**src/rtl/i2c_mon_pkg.sv**
```systemverilog
// Shared definitions for the I2C bus monitor: channel FSM encoding and bus levels.
package i2c_mon_pkg;

   typedef enum logic [1:0] {
      ST_IDLE = 2'd0,
      ST_DATA = 2'd1,
      ST_ACK  = 2'd2
   } state_t;

   localparam logic BUS_IDLE = 1'b1;
   localparam logic ACK_LVL  = 1'b0;

endpackage

```
**src/rtl/i2c_deglitch.sv**
```systemverilog
// One I2C line: two-flop synchroniser followed by a FILT_LEN-cycle stability filter
// that reports aborted transitions as a one-cycle glitch pulse.
module i2c_deglitch
   import i2c_mon_pkg::*;
#(
   parameter int FILT_LEN = 3,
   parameter int CNT_W    = 4
) (
   input  logic clk,
   input  logic rst,
   input  logic raw,
   output logic filt,
   output logic glitch
);

   localparam logic [CNT_W-1:0] CNT_LAST = CNT_W'(FILT_LEN - 1);

   logic             sync1;
   logic             sync2;
   logic [CNT_W-1:0] cnt;

   // The counter value CNT_LAST plus the current differing cycle makes FILT_LEN stable cycles.
   always_ff @(posedge clk) begin
      if (rst) begin
         sync1  <= BUS_IDLE;
         sync2  <= BUS_IDLE;
         filt   <= BUS_IDLE;
         cnt    <= '0;
         glitch <= 1'b0;
      end else begin
         sync1  <= raw;
         sync2  <= sync1;
         glitch <= 1'b0;
         if (sync2 != filt) begin
            if (cnt == CNT_LAST) begin
               filt <= sync2;
               cnt  <= '0;
            end else begin
               cnt <= cnt + 1'b1;
            end
         end else if (cnt != '0) begin
            cnt    <= '0;
            glitch <= 1'b1;
         end
      end
   end

endmodule

```
**src/rtl/i2c_bus_mon.sv**
```systemverilog
// Multi-channel I2C bus monitor: filtered lines, START/STOP detection, byte+ACK capture
// and SCL-low timeout per channel; channels share nothing but the clock and reset.
module i2c_bus_mon
   import i2c_mon_pkg::*;
#(
   parameter int NCH      = 1,
   parameter int FILT_LEN = 3,
   parameter int CNT_W    = 4,
   parameter int TO_CYC   = 1024,
   parameter int TO_W     = 11
) (
   input  logic             CLK,
   input  logic             RST,
   input  logic [NCH-1:0]   EN,
   input  logic [NCH-1:0]   SCL_IN,
   input  logic [NCH-1:0]   SDA_IN,
   output logic [NCH-1:0]   SCL_F,
   output logic [NCH-1:0]   SDA_F,
   output logic [NCH-1:0]   START_P,
   output logic [NCH-1:0]   STOP_P,
   output logic [NCH-1:0]   BYTE_VLD,
   output logic [8*NCH-1:0] BYTE_DATA,
   output logic [NCH-1:0]   BYTE_ACK,
   output logic [NCH-1:0]   BYTE_FIRST,
   output logic [NCH-1:0]   GLITCH_P,
   output logic [NCH-1:0]   TIMEOUT_P,
   output logic [NCH-1:0]   BUSY
);

   localparam logic [TO_W-1:0] TO_LAST = TO_W'(TO_CYC - 1);

   for (genvar i = 0; i < NCH; i++) begin : g_ch
      logic            scl_f, sda_f, scl_glitch, sda_glitch;
      logic            scl_q, sda_q;
      logic            start_det, stop_det, sample;
      state_t          state, state_nxt;
      logic [3:0]      bitcnt, bitcnt_nxt;
      logic [7:0]      shreg, shreg_nxt;
      logic [7:0]      data, data_nxt;
      logic            first, first_nxt;
      logic            ack, ack_nxt;
      logic            bfirst, bfirst_nxt;
      logic            start_p, start_nxt;
      logic            stop_p, stop_nxt;
      logic            vld, vld_nxt;
      logic            to_p, to_nxt;
      logic [TO_W-1:0] to_cnt, to_cnt_nxt;

      i2c_deglitch #(.FILT_LEN(FILT_LEN), .CNT_W(CNT_W)) u_scl (
         .clk(CLK), .rst(RST), .raw(SCL_IN[i]), .filt(scl_f), .glitch(scl_glitch)
      );

      i2c_deglitch #(.FILT_LEN(FILT_LEN), .CNT_W(CNT_W)) u_sda (
         .clk(CLK), .rst(RST), .raw(SDA_IN[i]), .filt(sda_f), .glitch(sda_glitch)
      );

      // START/STOP need SCL high in both this and the previous cycle, so a
      // simultaneous SCL/SDA change yields no condition and no sample.
      assign start_det = scl_f & scl_q & sda_q & ~sda_f;
      assign stop_det  = scl_f & scl_q & ~sda_q & sda_f;
      assign sample    = scl_f & ~scl_q & (sda_f == sda_q);

      always_comb begin
         state_nxt  = state;
         bitcnt_nxt = bitcnt;
         shreg_nxt  = shreg;
         data_nxt   = data;
         first_nxt  = first;
         ack_nxt    = ack;
         bfirst_nxt = bfirst;
         start_nxt  = 1'b0;
         stop_nxt   = 1'b0;
         vld_nxt    = 1'b0;
         to_nxt     = 1'b0;
         to_cnt_nxt = '0;
         if (!EN[i]) begin
            state_nxt = ST_IDLE;
         end else if (start_det) begin
            state_nxt  = ST_DATA;
            bitcnt_nxt = '0;
            first_nxt  = 1'b1;
            start_nxt  = 1'b1;
         end else if (stop_det) begin
            state_nxt = ST_IDLE;
            stop_nxt  = 1'b1;
         end else if (state != ST_IDLE) begin
            if (!scl_f) begin
               if (to_cnt == TO_LAST) begin
                  state_nxt = ST_IDLE;
                  to_nxt    = 1'b1;
               end else begin
                  to_cnt_nxt = to_cnt + 1'b1;
               end
            end
            if (sample) begin
               if (state == ST_DATA) begin
                  shreg_nxt  = {shreg[6:0], sda_f};
                  bitcnt_nxt = bitcnt + 1'b1;
                  if (bitcnt == 4'd7) begin
                     state_nxt = ST_ACK;
                  end
               end else begin
                  data_nxt   = shreg;
                  ack_nxt    = (sda_f == ACK_LVL);
                  bfirst_nxt = first;
                  vld_nxt    = 1'b1;
                  first_nxt  = 1'b0;
                  bitcnt_nxt = '0;
                  state_nxt  = ST_DATA;
               end
            end
         end
      end

      always_ff @(posedge CLK) begin
         if (RST) begin
            state   <= ST_IDLE;
            bitcnt  <= '0;
            shreg   <= '0;
            data    <= '0;
            first   <= 1'b0;
            ack     <= 1'b0;
            bfirst  <= 1'b0;
            start_p <= 1'b0;
            stop_p  <= 1'b0;
            vld     <= 1'b0;
            to_p    <= 1'b0;
            to_cnt  <= '0;
            scl_q   <= BUS_IDLE;
            sda_q   <= BUS_IDLE;
         end else begin
            state   <= state_nxt;
            bitcnt  <= bitcnt_nxt;
            shreg   <= shreg_nxt;
            data    <= data_nxt;
            first   <= first_nxt;
            ack     <= ack_nxt;
            bfirst  <= bfirst_nxt;
            start_p <= start_nxt;
            stop_p  <= stop_nxt;
            vld     <= vld_nxt;
            to_p    <= to_nxt;
            to_cnt  <= to_cnt_nxt;
            scl_q   <= scl_f;
            sda_q   <= sda_f;
         end
      end

      // Gating with EN keeps pulses and BUSY quiet in the very cycle the channel is disabled.
      assign SCL_F[i]          = scl_f;
      assign SDA_F[i]          = sda_f;
      assign START_P[i]        = EN[i] & start_p;
      assign STOP_P[i]         = EN[i] & stop_p;
      assign BYTE_VLD[i]       = EN[i] & vld;
      assign TIMEOUT_P[i]      = EN[i] & to_p;
      assign GLITCH_P[i]       = EN[i] & (scl_glitch | sda_glitch);
      assign BUSY[i]           = EN[i] & (state != ST_IDLE);
      assign BYTE_DATA[8*i +: 8] = data;
      assign BYTE_ACK[i]       = ack;
      assign BYTE_FIRST[i]     = bfirst;
   end

endmodule

```
**config.mk**
```make
export PLATFORM = sky130hd
export DESIGN_NAME = i2c_bus_mon
export DESIGN_NICKNAME = d
export VERILOG_FILES = /design/src/rtl/i2c_mon_pkg.sv /design/src/rtl/i2c_deglitch.sv /design/src/rtl/i2c_bus_mon.sv
export SDC_FILE = /design/constraint.sdc
export NUM_CORES = 1
export LEC_CHECK = 0
export CORE_ASPECT_RATIO = 0.75
export CORE_MARGIN = 2
export CORE_UTILIZATION = 25
export DETAILED_ROUTE_END_ITERATION = 8
export PLACE_DENSITY = 0.41
export SYNTH_ARGS = -nofsm -noshare
export SYNTH_HDL_FRONTEND = slang
export SYNTH_SLANG_ARGS = --single-unit
```
**constraint.sdc**
```tcl
create_clock -name CLK -period 2 [get_ports CLK]
set_input_delay 0.2 -clock CLK [delete_from_list [all_inputs] [get_ports CLK]]
set_output_delay 0.2 -clock CLK [all_outputs]
set_load 0.05 [all_outputs]
```
==> results of run 1 <==
layout make-up:
| type | instances | area (sq um) | share of cell area |
|---|---|---|---|
| flip-flops and latches | 58 | 1160 | 0.375 |
| repair buffers | 31 | 348 | 0.112 |
| multi-input cells | 170 | 1100 | 0.355 |
| clock buffers | 9 | 225 | 0.0728 |
| well taps | 128 | 160 | 0.0518 |
| inverters | 6 | 22.5 | 0.00728 |
| clock inverters | 7 | 78.8 | 0.0255 |
power by group through the flow:
stage               sequential [mW]  combinational, mW  clock, mW
floorplan                      1.19             0.0270          0
global placement               1.19             0.0510          0
detailed placement             1.19             0.0498          0
CTS                            1.17             0.0500       1.58
global route                   1.17             0.0547       1.64
finish                         1.17             0.0490       1.52
logic make-up (layout without fill, tap and decap cells):
group           after synthesis  count (layout)  synth area share
compound gates               30              30            0.0809
xor+xnor                     15              15            0.0639
fa+ha+maj                     2               2            0.0106
buf+inv                      17              53            0.0383
flops                        58              58             0.494
mux                          20              20            0.0852
simple gates                103             103             0.227
stage by stage:
stage | std cells | setup slack, ns | util | total power, mW | instance area [sq um]
global placement | 393 | 0.145 | 0.307 | 1.24 | 2790
detailed placement | 393 | 0.127 | 0.307 | 1.24 | 2790
global route | 409 | 0.0550 | 0.341 | 2.86 | 3090
finish | 409 | 0.176 | 0.341 | 2.74 | 3090
CTS | 409 | 0.0435 | 0.340 | 2.79 | 3090
floorplan | 245 | 0.0701 | - | 1.22 | 2350
layer usage:
metal | global-route usage | up-vias | part of all wire
met4 | 0.0325 | 0 | 0.014
met1 | 0.141 | 769 | 0.56
met3 | 0.0471 | 6 | 0.042
met2 | 0.135 | 29 | 0.38
li1 | - | 904 | -
met5 | 0 | - | 0
cell usage in the layout (no fill, tap or decap), drive strengths merged, types with 2 or more instances in the layout:
cell and n:
nand2b 2, xnor2 4, nor3 7, clkinv 2
nand4b 3, o21ai 6, a211oi 4, and3 8
nand2 9, a21oi 10, nor2b 4, clkinvlp 3
and2 6, clkdlybuf4s50 14, dfxtp 58, buf 16
or3 3, nand3 9, or2 6, a31oi 2
clkbuf 9, inv 7, nor2 40, ha 2
xor2 11, a311o 2, mux2i 20
worst paths after layout:
kind,cells after the start,from,end,slack (ns)
setup / recovery,5,g_ch[0].sda_q,BYTE_DATA[1],0.18
hold / removal,1,g_ch[0].u_scl.sync1,g_ch[0].u_scl.sync2,0.41
hold reg to reg,1,g_ch[0].u_scl.sync1,g_ch[0].u_scl.sync2,0.41
setup reg to reg,5,g_ch[0].sda_q,BYTE_DATA[1],0.18
registers in the layout (all words and copies together) (netlist names), 2 cells and up:
signal,cells
BYTE_DATA,8
g_ch.bitcnt,4
g_ch.shreg,8
g_ch.state,2
g_ch.to_cnt,11
g_ch.u_scl.cnt,4
g_ch.u_sda.cnt,4
timing repair:
action                     CTS  global route
setup endpoints to repair    0             1
resized for setup            0             1
buffers inserted             0             0
==> results.rst, run 1 <==
.. list-table::
   :header-rows: 1

   * - Metric
     - Value
   * - Dominant cell by count in the synthesized netlist
     - sky130_fd_sc_hd__dfxtp_1
   * - Total global routing track utilization
     - 0.101
   * - Clk sinks
     - 58
   * - Critical setup path kind
     - reg2reg
   * - CTS tree
     - done
   * - X dimension of the die
     - 116 um
   * - Worst skew pair latency
     - 0.32 ns
   * - Fill cells
     - 955
   * - Worst supply voltage drop on vdd
     - 0.527 mV
   * - Top Ports
     - 23
   * - Leading register cell type out of synthesis
     - sky130_fd_sc_hd__dfxtp_1
   * - Result of the run
     - completed
   * - Clock edge transition at the registers on the reported setup and hold paths
     - 0.05 ns
   * - Number of antenna violations at the first check in global routing
     - 0
   * - Net total in the final layout
     - 283
   * - Static leakage
     - 1.17 nW
   * - Sum of routed wire length over all layers
     - 4.57 mm
   * - Launching element type of the critical path
     - flop
   * - Number of synthesized register bits
     - 58
   * - Sequential fraction of the synthesis area
     - 0.494
   * - Netlist Area Pre-Place
     - 2350 sq um
   * - Number of port buffers
     - 22
   * - Switching share of total power
     - 0.212
   * - RSZ-0062 raised after global routing
     - no
   * - Post-synthesis cell type with the largest combined area
     - sky130_fd_sc_hd__dfxtp_1
   * - Die footprint
     - 10,200 sq um
   * - Number of enable-type register cells in the synthesized netlist
     - 0
   * - Post-route ant nets
     - 0
   * - Synth Net Count
     - 252
   * - Routed wire length per instance
     - 11.2 um
   * - Power share of the combinational group
     - 0.018
   * - Buffers from clock root to sink, at most
     - 2
   * - Instance count of the mapped netlist
     - 245
   * - Worst hold-check path type
     - reg2reg
   * - Buffers and inverters on the worst path
     - 0
   * - Clock share of power
     - 0.556
   * - MaxCap Viol Count
     - 0
   * - Worst hold slack
     - 0.407 ns
   * - Final worst-path cycle share
     - 0.912
   * - Core footprint
     - 9080 sq um
   * - Hold buffer count at cts
     - 0
   * - Die outline height
     - 88.0 um
   * - Total of warnings raised by yosys
     - 0
   * - Type of element capturing the critical path
     - flop
   * - Clk Tree Root Cell
     - sky130_fd_sc_hd__clkbuf_16
   * - Shortest period the worst path allows
     - 1.82 ns
   * - Synth async-reset ratio
     - 0
   * - Number of H-tree levels
     - 3
   * - Least-Margin Pin Slew
     - 0.510 ns
   * - Highest cell delay on the worst timing path
     - 0.60 ns
   * - Number of global-route vias before repair
     - 1,566
   * - Layout cell share with drive strength beyond 1
     - 0.157
   * - Final hold violation count
     - 0
   * - Critical path required time
     - 2.20 ns
   * - Detail Placement HPWL
     - 3.10 mm
   * - Synth Area per Inst
     - 9.59 sq um
   * - Switching power total
     - 0.581 mW
   * - Remaining global-route overflow
     - 0
   * - RD Place Congestion
     - 0.793
   * - Maximum achievable frequency
     - 0.548 GHz
   * - Critical path data arrival time
     - 2.02 ns
   * - Standard-cell row count
     - 30
   * - Global-route wire length before repair
     - 7.85 mm
   * - Largest net degree at the start of global routing
     - 35
   * - Share of the synthesized area in the top cell type
     - 0.494
   * - Setup Total Neg Slack
     - 0 ns
   * - Growth of design area from synthesis to finish
     - 31.7%
   * - Count of final max-slew check failures
     - 0
   * - Top delay family on crit path
     - simple AND/OR/NAND/NOR gates
   * - Vias
     - 1,708
   * - Critical-path maximum fanout
     - 10
   * - 1st-iter DRT viols
     - 53
   * - Count of inserted antenna diode cells
     - 0
   * - Leading post-synthesis cells by cell area
     - sky130_fd_sc_hd__dfxtp_1, sky130_fd_sc_hd__mux2i_1, sky130_fd_sc_hd__nor2_1
   * - Cell types with the highest counts after synthesis
     - sky130_fd_sc_hd__dfxtp_1, sky130_fd_sc_hd__nor2_1, sky130_fd_sc_hd__mux2i_1
   * - DRC Markers
     - 0
   * - CP Cell Sequence
     - xnor2_4 > and3b_4 > and3_2 > mux2i_1 > nor2_1
   * - Number of search-and-repair iterations in the first detailed-routing pass
     - 4
   * - Detail-routed via count per cell
     - 4.18
   * - Initial core utilization
     - 0.259
   * - Final Setup Violations
     - 0
   * - Worst slew margin
     - 0.659
   * - Clock buffer count from CTS
     - 9
   * - Internal power summed over all cells
     - 2.15 mW
   * - Pwr dens
     - 884 nW/um^2
   * - Final clock skew
     - 0.00331 ns
   * - Sequential share of power
     - 0.427
   * - Count of different cell masters after synthesis
     - 42
   * - CP max stage cell
     - sky130_fd_sc_hd__dfxtp_1
Power figures use the tool's default switching activity.
==> inputs of run 2 (changes only) <==
CTS_BUF_LIST = sky130_fd_sc_hd__clkbuf_8   (was not set)
==> results.rst, run 2 (synthesized netlist as in run 1, its figures left out) <==
.. list-table::
   :header-rows: 1

   * - Metric
     - Value
   * - Result of the run
     - completed (unchanged)
   * - Top Ports
     - 23 (unchanged)
   * - Clock buffer count from CTS
     - 9 (unchanged)
   * - Die footprint
     - 10,200 sq um (unchanged)
   * - Critical path data arrival time
     - 2.02 ns (about the same)
   * - Number of antenna violations at the first check in global routing
     - 0 (unchanged)
   * - Final worst-path cycle share
     - 0.909 (was 0.912)
   * - Number of search-and-repair iterations in the first detailed-routing pass
     - 4 (unchanged)
   * - Global-route wire length before repair
     - 7.85 mm (about the same)
   * - Number of port buffers
     - 22 (unchanged)
   * - Sum of routed wire length over all layers
     - 4.57 mm (about the same)
   * - X dimension of the die
     - 116 um (unchanged)
   * - Design Power
     - 2.29 mW (was 2.74 mW)
   * - Clock edge transition at the registers on the reported setup and hold paths
     - 0.07 ns (was 0.05 ns)
   * - Register with the highest flop count
     - g_ch.to_cnt (unchanged)
   * - Launching element type of the critical path
     - flop (unchanged)
   * - CTS tree
     - done (unchanged)
   * - FF/Latch Area
     - 1160 sq um (unchanged)
   * - Critical R2R Capture
     - BYTE_FIRST (was BYTE_DATA[1])
   * - Most Crowded Layer GR
     - met1 (unchanged)
   * - Post-route ant nets
     - 0 (unchanged)
   * - Clk sinks
     - 58 (unchanged)
   * - Highest-count cells in the layout ignoring fill and taps
     - sky130_fd_sc_hd__dfxtp_1, sky130_fd_sc_hd__nor2_1, sky130_fd_sc_hd__mux2i_1 (unchanged)
   * - Worst slew margin
     - 0.659 (about the same)
   * - Detail-routed via count per cell
     - 4.21 (was 4.18)
   * - RSZ-0062 raised after global routing
     - no (unchanged)
   * - Setup Total Neg Slack
     - 0 ns (unchanged)
   * - Depth of the most critical reg-to-reg path
     - 5 (unchanged)
   * - Shortest period the worst path allows
     - 1.82 ns (about the same)
   * - Clk Tree Root Cell
     - sky130_fd_sc_hd__clkbuf_8 (was sky130_fd_sc_hd__clkbuf_16)
   * - Worst hold slack
     - 0.410 ns (was 0.407 ns)
   * - Core footprint
     - 9080 sq um (unchanged)
   * - Number of H-tree levels
     - 3 (unchanged)
   * - Worst hold-check path type
     - reg2reg (unchanged)
   * - DRC Markers
     - 0 (unchanged)
   * - Final clock skew
     - 0.00655 ns (was 0.00331 ns)
   * - Global-route met1 utilization
     - 0.142 (was 0.141)
   * - Remaining global-route overflow
     - 0 (unchanged)
   * - Largest net degree at the start of global routing
     - 35 (unchanged)
   * - Detail Placement HPWL
     - 3.10 mm (unchanged)
   * - MaxCap Viol Count
     - 0 (unchanged)
   * - Initial core utilization
     - 0.259 (unchanged)
   * - Count of final max-slew check failures
     - 0 (unchanged)
   * - Source of the worst register-to-register timing path
     - g_ch[0].sda_q (unchanged)
   * - Count of inserted antenna diode cells
     - 0 (unchanged)
   * - Area occupied by multi-input gates
     - 1100 sq um (unchanged)
   * - Layout cell share with drive strength beyond 1
     - 0.157 (unchanged)
   * - Maximum achievable frequency
     - 0.550 GHz (was 0.548 GHz)
   * - RD Place Congestion
     - 0.793 (unchanged)
   * - 1st-iter DRT viols
     - 49 (was 53)
   * - Final Setup Violations
     - 0 (unchanged)
   * - Commonest non-fill, non-tap cell in the layout
     - sky130_fd_sc_hd__dfxtp_1 (unchanged)
   * - Worst setup path end
     - BYTE_FIRST (was BYTE_DATA[1])
   * - Growth of design area from synthesis to finish
     - 27.4% (was 31.7%)
   * - Critical path required time
     - 2.21 ns (was 2.20 ns)
   * - Critical setup path kind
     - reg2reg (unchanged)
   * - Register-to-register setup slack
     - 0.18 ns (about the same)
   * - Worst supply voltage drop on vdd
     - 0.361 mV (was 0.527 mV)
   * - Met2 Track Usage GR
     - 0.134 (was 0.135)
   * - Worst skew pair latency
     - 0.33 ns (was 0.32 ns)
   * - Standard-cell row count
     - 30 (unchanged)
   * - Final hold violation count
     - 0 (unchanged)
   * - Met3 Use GR
     - 0.0471 (unchanged)
   * - Critical-path maximum fanout
     - 10 (unchanged)
   * - Routed wire length per instance
     - 11.2 um (about the same)
   * - Net total in the final layout
     - 283 (unchanged)
   * - Number of global-route vias before repair
     - 1,555 (was 1,566)
   * - Buffers from clock root to sink, at most
     - 2 (unchanged)
   * - Least-Margin Pin Slew
     - 0.510 ns (about the same)
   * - Fill cells
     - 967 (was 955)
   * - Total global routing track utilization
     - 0.101 (unchanged)
   * - Die outline height
     - 88.0 um (unchanged)
   * - Max reg flops
     - 11 (unchanged)
   * - Pwr dens
     - 767 nW/um^2 (was 884 nW/um^2)
   * - Vias
     - 1,721 (was 1,708)
   * - First element of the critical path
     - g_ch[0].sda_q (unchanged)
   * - Static leakage
     - 1.12 nW (was 1.17 nW)
   * - Type of element capturing the critical path
     - flop (unchanged)
## run 2: cell types whose count changed in the layout (fill, tap and decap cells not counted)
cell	delta
sky130_fd_sc_hd__clkbuf_8	+9
sky130_fd_sc_hd__clkbuf_16	-9
## run 2: worst max-delay path: stages (launching register included)
cell	delay [ns]
sky130_fd_sc_hd__dfxtp_1	0.60
sky130_fd_sc_hd__xnor2_4	0.16
sky130_fd_sc_hd__and3b_4	0.24
sky130_fd_sc_hd__and3_2	0.41
sky130_fd_sc_hd__mux2i_1	0.22
sky130_fd_sc_hd__nor2_1	0.05
## run 2: how the worst min path moves through the flow
stage | startpoint | end | cells after the start
floorplan | SCL_IN | g_ch[0].u_scl.sync1 | 1
global placement | g_ch[0].u_scl.sync1 | g_ch[0].u_scl.sync2 | 1
detailed placement | g_ch[0].u_scl.sync1 | g_ch[0].u_scl.sync2 | 1
CTS | SCL_IN | g_ch[0].u_scl.sync1 | 2
global route | SDA_IN | g_ch[0].u_sda.sync1 | 2
finish | g_ch[0].u_scl.sync1 | g_ch[0].u_scl.sync2 | 1
## run 2: layer usage
layer  part of all wire  wire (um)
met1               0.55       2530
met2               0.39       1760
met3              0.048        218
met4              0.012         57
met5                  0          0
## run 2: what timing repair did
item / 4_1_cts / 5_1_grt
resized for setup: 0 / 1
setup buffers: 0 / 0
setup endpoints to repair: 0 / 1
hold buffers: 0 / 0
endpoints found under the hold margin: 0 / 0
## run 2: layout make-up
type | instances | share of cell area
repair buffers | 31 | 0.116
inverters | 6 | 0.00753
clock inverters | 7 | 0.0263
clock buffers | 9 | 0.0414
flip-flops and latches | 58 | 0.388
well taps | 128 | 0.0535
multi-input cells | 170 | 0.367
## run 2: power by group
part | switching (mW) | total [mW] | internal, mW
clock network | 0.498 | 1.08 | 0.582
logic | 0.0269 | 0.0488 | 0.0219
registers | 0.00449 | 1.17 | 1.16
total | 0.530 | 2.29 | 1.76
## run 2: through the flow
step,setup slack [ns],utilization,instance area [sq um],std cells
finish,0.183,0.329,2990,409
global route,0.0494,0.329,2990,409
CTS,0.0226,0.329,2990,409
detailed placement,0.127,0.307,2790,393
global placement,0.145,0.307,2790,393
floorplan,0.0701,-,2350,245
==> inputs of run 3 (changes only) <==
SYNTH_HIERARCHICAL = 1   (was not set)
==> results.rst, run 3 <==
.. list-table::
   :header-rows: 1

   * - Metric
     - Value
   * - Result of the run
     - completed (unchanged)
   * - Depth of the most critical reg-to-reg path
     - 4 (was 5)
   * - Netlist Area Pre-Place
     - 2340 sq um (was 2350 sq um)
   * - Area of all placed cells without fillers
     - 2950 sq um (was 2990 sq um)
   * - Synth Area per Inst
     - 9.24 sq um (was 9.59 sq um)
   * - Clock share of power
     - 0.430 (was 0.471)
   * - Least-Margin Pin Slew
     - 0.503 ns (was 0.510 ns)
   * - Post-CTS Setup Bufs
     - 0 (unchanged)
   * - Hold buffer count at cts
     - 0 (unchanged)
   * - 1st-iter DRT viols
     - 43 (was 49)
   * - Count of different cell masters after synthesis
     - 42 (unchanged)
   * - Switching share of total power
     - 0.226 (was 0.231)
   * - Global-route wire length before repair
     - 8.23 mm (was 7.85 mm)
   * - Cell area after placement
     - 2780 sq um (was 2790 sq um)
   * - Layout cell share with drive strength beyond 1
     - 0.169 (was 0.157)
   * - Total global routing track utilization
     - 0.108 (was 0.101)
   * - RSZ-0062 raised after global routing
     - no (unchanged)
   * - Total of warnings raised by yosys
     - 6 (was 0)
   * - Top delay family on crit path
     - buffers and inverters (was simple AND/OR/NAND/NOR gates)
   * - Vias
     - 1,803 (was 1,721)
   * - X dimension of the die
     - 116 um (about the same)
   * - Number of port buffers
     - 22 (unchanged)
   * - CP max stage cell
     - sky130_fd_sc_hd__clkdlybuf4s50_1 (was sky130_fd_sc_hd__dfxtp_1)
   * - Highest cell delay on the worst timing path
     - 0.81 ns (was 0.60 ns)
   * - Number of synthesized register bits
     - 58 (unchanged)
   * - Register with the highest flop count
     - g_ch.to_cnt (unchanged)
   * - Final hold violation count
     - 0 (unchanged)
   * - Launching element type of the critical path
     - flop (unchanged)
   * - First element of the critical path
     - BYTE_DATA[0] (was g_ch[0].sda_q)
   * - Instance count of the mapped netlist
     - 253 (was 245)
   * - Remaining global-route overflow
     - 0 (unchanged)
   * - Worst supply voltage drop on vdd
     - 0.232 mV (was 0.361 mV)
   * - Critical path data arrival time
     - 1.50 ns (was 2.02 ns)
   * - CTS tree
     - done (unchanged)
   * - Final clock skew
     - 0.00537 ns (was 0.00655 ns)
   * - Power share of the combinational group
     - 0.022 (was 0.021)
   * - Post-route ant nets
     - 0 (unchanged)
   * - Largest net degree at the start of global routing
     - 35 (unchanged)
   * - CP Cell Sequence
     - clkdlybuf4s50_1 (was xnor2_4 > and3b_4 > and3_2 > mux2i_1 > nor2_1)
   * - Leading post-synthesis cells by cell area
     - sky130_fd_sc_hd__dfxtp_1, sky130_fd_sc_hd__nor2_1, sky130_fd_sc_hd__nand2_1 (was sky130_fd_sc_hd__dfxtp_1, sky130_fd_sc_hd__mux2i_1, sky130_fd_sc_hd__nor2_1)
   * - Number of instances resized during post-cts repair
     - 0 (unchanged)
   * - Synth Net Count
     - 260 (was 252)
   * - Worst slew margin
     - 0.664 (was 0.659)
   * - Detail-routed via count per cell
     - 4.31 (was 4.21)
   * - Source of the worst register-to-register timing path
     - g_ch[0].u_sda/filt (was g_ch[0].sda_q)
   * - MaxCap Viol Count
     - 0 (unchanged)
   * - Number of H-tree levels
     - 3 (unchanged)
   * - Growth of design area from synthesis to finish
     - 26.1% (was 27.4%)
   * - Maximum achievable frequency
     - 0.589 GHz (was 0.550 GHz)
   * - Synth async-reset ratio
     - 0 (unchanged)
   * - RD Place Congestion
     - 0.720 (was 0.793)
   * - Max reg flops
     - 11 (unchanged)
   * - Critical path required time
     - 1.80 ns (was 2.21 ns)
   * - Worst hold-check path type
     - reg2reg (unchanged)
   * - Commonest non-fill, non-tap cell in the layout
     - sky130_fd_sc_hd__dfxtp_1 (unchanged)
   * - Static leakage
     - 1.01 nW (was 1.12 nW)
   * - Cell count along the critical path
     - 1 (was 5)
   * - Shortest period the worst path allows
     - 1.70 ns (was 1.82 ns)
   * - Die outline height
     - 87.7 um (was 88.0 um)
   * - Clock buffer count from CTS
     - 9 (unchanged)
   * - Fill cells
     - 989 (was 967)
   * - Core footprint
     - 9080 sq um (unchanged)
   * - Die footprint
     - 10,100 sq um (was 10,200 sq um)
   * - Post-synthesis cell type with the largest combined area
     - sky130_fd_sc_hd__dfxtp_1 (unchanged)
   * - Cell types with the highest counts after synthesis
     - sky130_fd_sc_hd__dfxtp_1, sky130_fd_sc_hd__nor2_1, sky130_fd_sc_hd__nand2_1 (was sky130_fd_sc_hd__dfxtp_1, sky130_fd_sc_hd__nor2_1, sky130_fd_sc_hd__mux2i_1)
   * - Number of antenna violations at the first check in global routing
     - 0 (unchanged)
   * - Internal power summed over all cells
     - 1.64 mW (was 1.76 mW)
   * - Switching power total
     - 0.481 mW (was 0.530 mW)
   * - Detail Placement HPWL
     - 3.35 mm (was 3.10 mm)
   * - Sum of routed wire length over all layers
     - 4.85 mm (was 4.57 mm)
   * - Routed wire length per instance
     - 11.6 um (was 11.2 um)
   * - Number of global-route vias before repair
     - 1,710 (was 1,555)
   * - Design Power
     - 2.12 mW (was 2.29 mW)
   * - Count of final max-slew check failures
     - 0 (unchanged)
   * - Final Setup Violations
     - 0 (unchanged)
   * - Clk sinks
     - 58 (unchanged)
   * - Worst skew pair latency
     - 0.34 ns (was 0.33 ns)
   * - Net total in the final layout
     - 292 (was 283)
   * - Top Ports
     - 23 (unchanged)
   * - DRC Markers
     - 0 (unchanged)
   * - Type of element capturing the critical path
     - output port (was flop)
   * - Number of enable-type register cells in the synthesized netlist
     - 0 (unchanged)
   * - Critical R2R Capture
     - g_ch[0].bitcnt[3] (was BYTE_FIRST)
   * - Leading register cell type out of synthesis
     - sky130_fd_sc_hd__dfxtp_1 (unchanged)
   * - Critical-path maximum fanout
     - 2 (was 10)
   * - Layout Utilization
     - 0.324 (was 0.329)
   * - Critical setup path kind
     - reg2out (was reg2reg)
   * - Setup Total Neg Slack
     - 0 ns (unchanged)
   * - Buffers from clock root to sink, at most
     - 2 (unchanged)
   * - Standard-cell row count
     - 30 (unchanged)
   * - Worst hold slack
     - 0.402 ns (was 0.410 ns)
   * - Dominant cell by count in the synthesized netlist
     - sky130_fd_sc_hd__dfxtp_1 (unchanged)
   * - Highest-count cells in the layout ignoring fill and taps
     - sky130_fd_sc_hd__dfxtp_1, sky130_fd_sc_hd__nor2_1, sky130_fd_sc_hd__nand2_1 (was sky130_fd_sc_hd__dfxtp_1, sky130_fd_sc_hd__nor2_1, sky130_fd_sc_hd__mux2i_1)
   * - Worst setup path end
     - BYTE_DATA[0] (was BYTE_FIRST)
   * - Number of search-and-repair iterations in the first detailed-routing pass
     - 4 (unchanged)
   * - Buffers and inverters on the worst path
     - 1 (was 0)
   * - Pwr dens
     - 721 nW/um^2 (was 767 nW/um^2)
   * - Sequential share of power
     - 0.549 (was 0.508)
   * - Sequential fraction of the synthesis area
     - 0.497 (was 0.494)
   * - Final worst-path cycle share
     - 0.848 (was 0.909)
   * - Register-to-register setup slack
     - 0.33 ns (was 0.18 ns)
   * - Share of the synthesized area in the top cell type
     - 0.497 (was 0.494)
   * - Count of inserted antenna diode cells
     - 0 (unchanged)
   * - Clock edge transition at the registers on the reported setup and hold paths
     - 0.06 ns (was 0.07 ns)
   * - Clk Tree Root Cell
     - sky130_fd_sc_hd__clkbuf_8 (unchanged)
   * - Initial core utilization
     - 0.257 (was 0.259)
## run 3: cell types whose count changed after synthesis, moves of 3 or more
cell                      change
sky130_fd_sc_hd__o31ai_1      +3
sky130_fd_sc_hd__nand2_1     +19
sky130_fd_sc_hd__and3_1       -4
sky130_fd_sc_hd__or3_1        -3
sky130_fd_sc_hd__o21ai_0      -5
sky130_fd_sc_hd__and4_1       +3
sky130_fd_sc_hd__a21oi_1      +5
sky130_fd_sc_hd__nor2_2       +3
sky130_fd_sc_hd__mux2i_1     -12
sky130_fd_sc_hd__nand4_1      +4
sky130_fd_sc_hd__nor2_1       -6
sky130_fd_sc_hd__or4_1        +5
## run 3: stage by stage
step	setup WS [ns]	instances
final	0.304	418
after global routing	0.168	418
after CTS	0.277	418
after detailed placement	0.0433	402
after global placement	0.0920	402
after floorplan	0.108	253
## run 3: layout make-up
cell class,instances,area (sq um),area share
sequential,58,1160,0.394
inverter,5,18.8,0.00637
timing repair buffer,27,313,0.106
multi-input combinational,184,1130,0.383
tap,128,160,0.0544
clock buffer,10,138,0.0467
clock inverter,6,26.3,0.00892
## run 3: logic make-up (layout without fill, tap and decap cells)
| kind of cell | count (synthesis) | after routing | share of synthesized area |
|---|---|---|---|
| AO/OA/AOI/OAI | 35 | 35 | 0.0985 |
| XOR/XNOR | 15 | 15 | 0.0594 |
| adder cells (fa/ha/maj) | 2 | 2 | 0.0107 |
| buffers and inverters | 11 | 48 | 0.0198 |
| flip-flops | 58 | 58 | 0.497 |
| multiplexers | 11 | 11 | 0.0503 |
| AND/OR/NAND/NOR | 121 | 121 | 0.264 |
## run 3: worst min path at each step
stage	from	end	slack [ns]	cells past startpoint
2_1_floorplan	RST	g_ch[0].u_scl/glitch	0.28	1
3_3_place_gp	g_ch[0].u_sda/sync1	g_ch[0].u_sda/sync2	0.40	1
3_5_place_dp	g_ch[0].u_sda/sync1	g_ch[0].u_sda/sync2	0.40	1
4_1_cts	SDA_IN	g_ch[0].u_sda/sync1	0.39	2
5_1_grt	SCL_IN	g_ch[0].u_scl/sync1	0.41	2
6_report	g_ch[0].u_sda/sync1	g_ch[0].u_sda/sync2	0.40	1
## run 3: metal layers
metal,GRT usage,vias up,wire length [um]
met5,0,-,0
met4,0.0617,0,105
met3,0.0491,9,287
met2,0.143,43,1930
met1,0.144,809,2530
li1,-,942,-
## run 3: power by group through the flow
stage | Clock (mW) | Combinational, mW | Sequential [mW]
detailed placement | 0 | 0.0468 | 1.19
global placement | 0 | 0.0470 | 1.19
CTS | 0.965 | 0.0470 | 1.16
finish | 0.913 | 0.0458 | 1.17
global route | 1.01 | 0.0512 | 1.16
floorplan | 0 | 0.0243 | 1.19
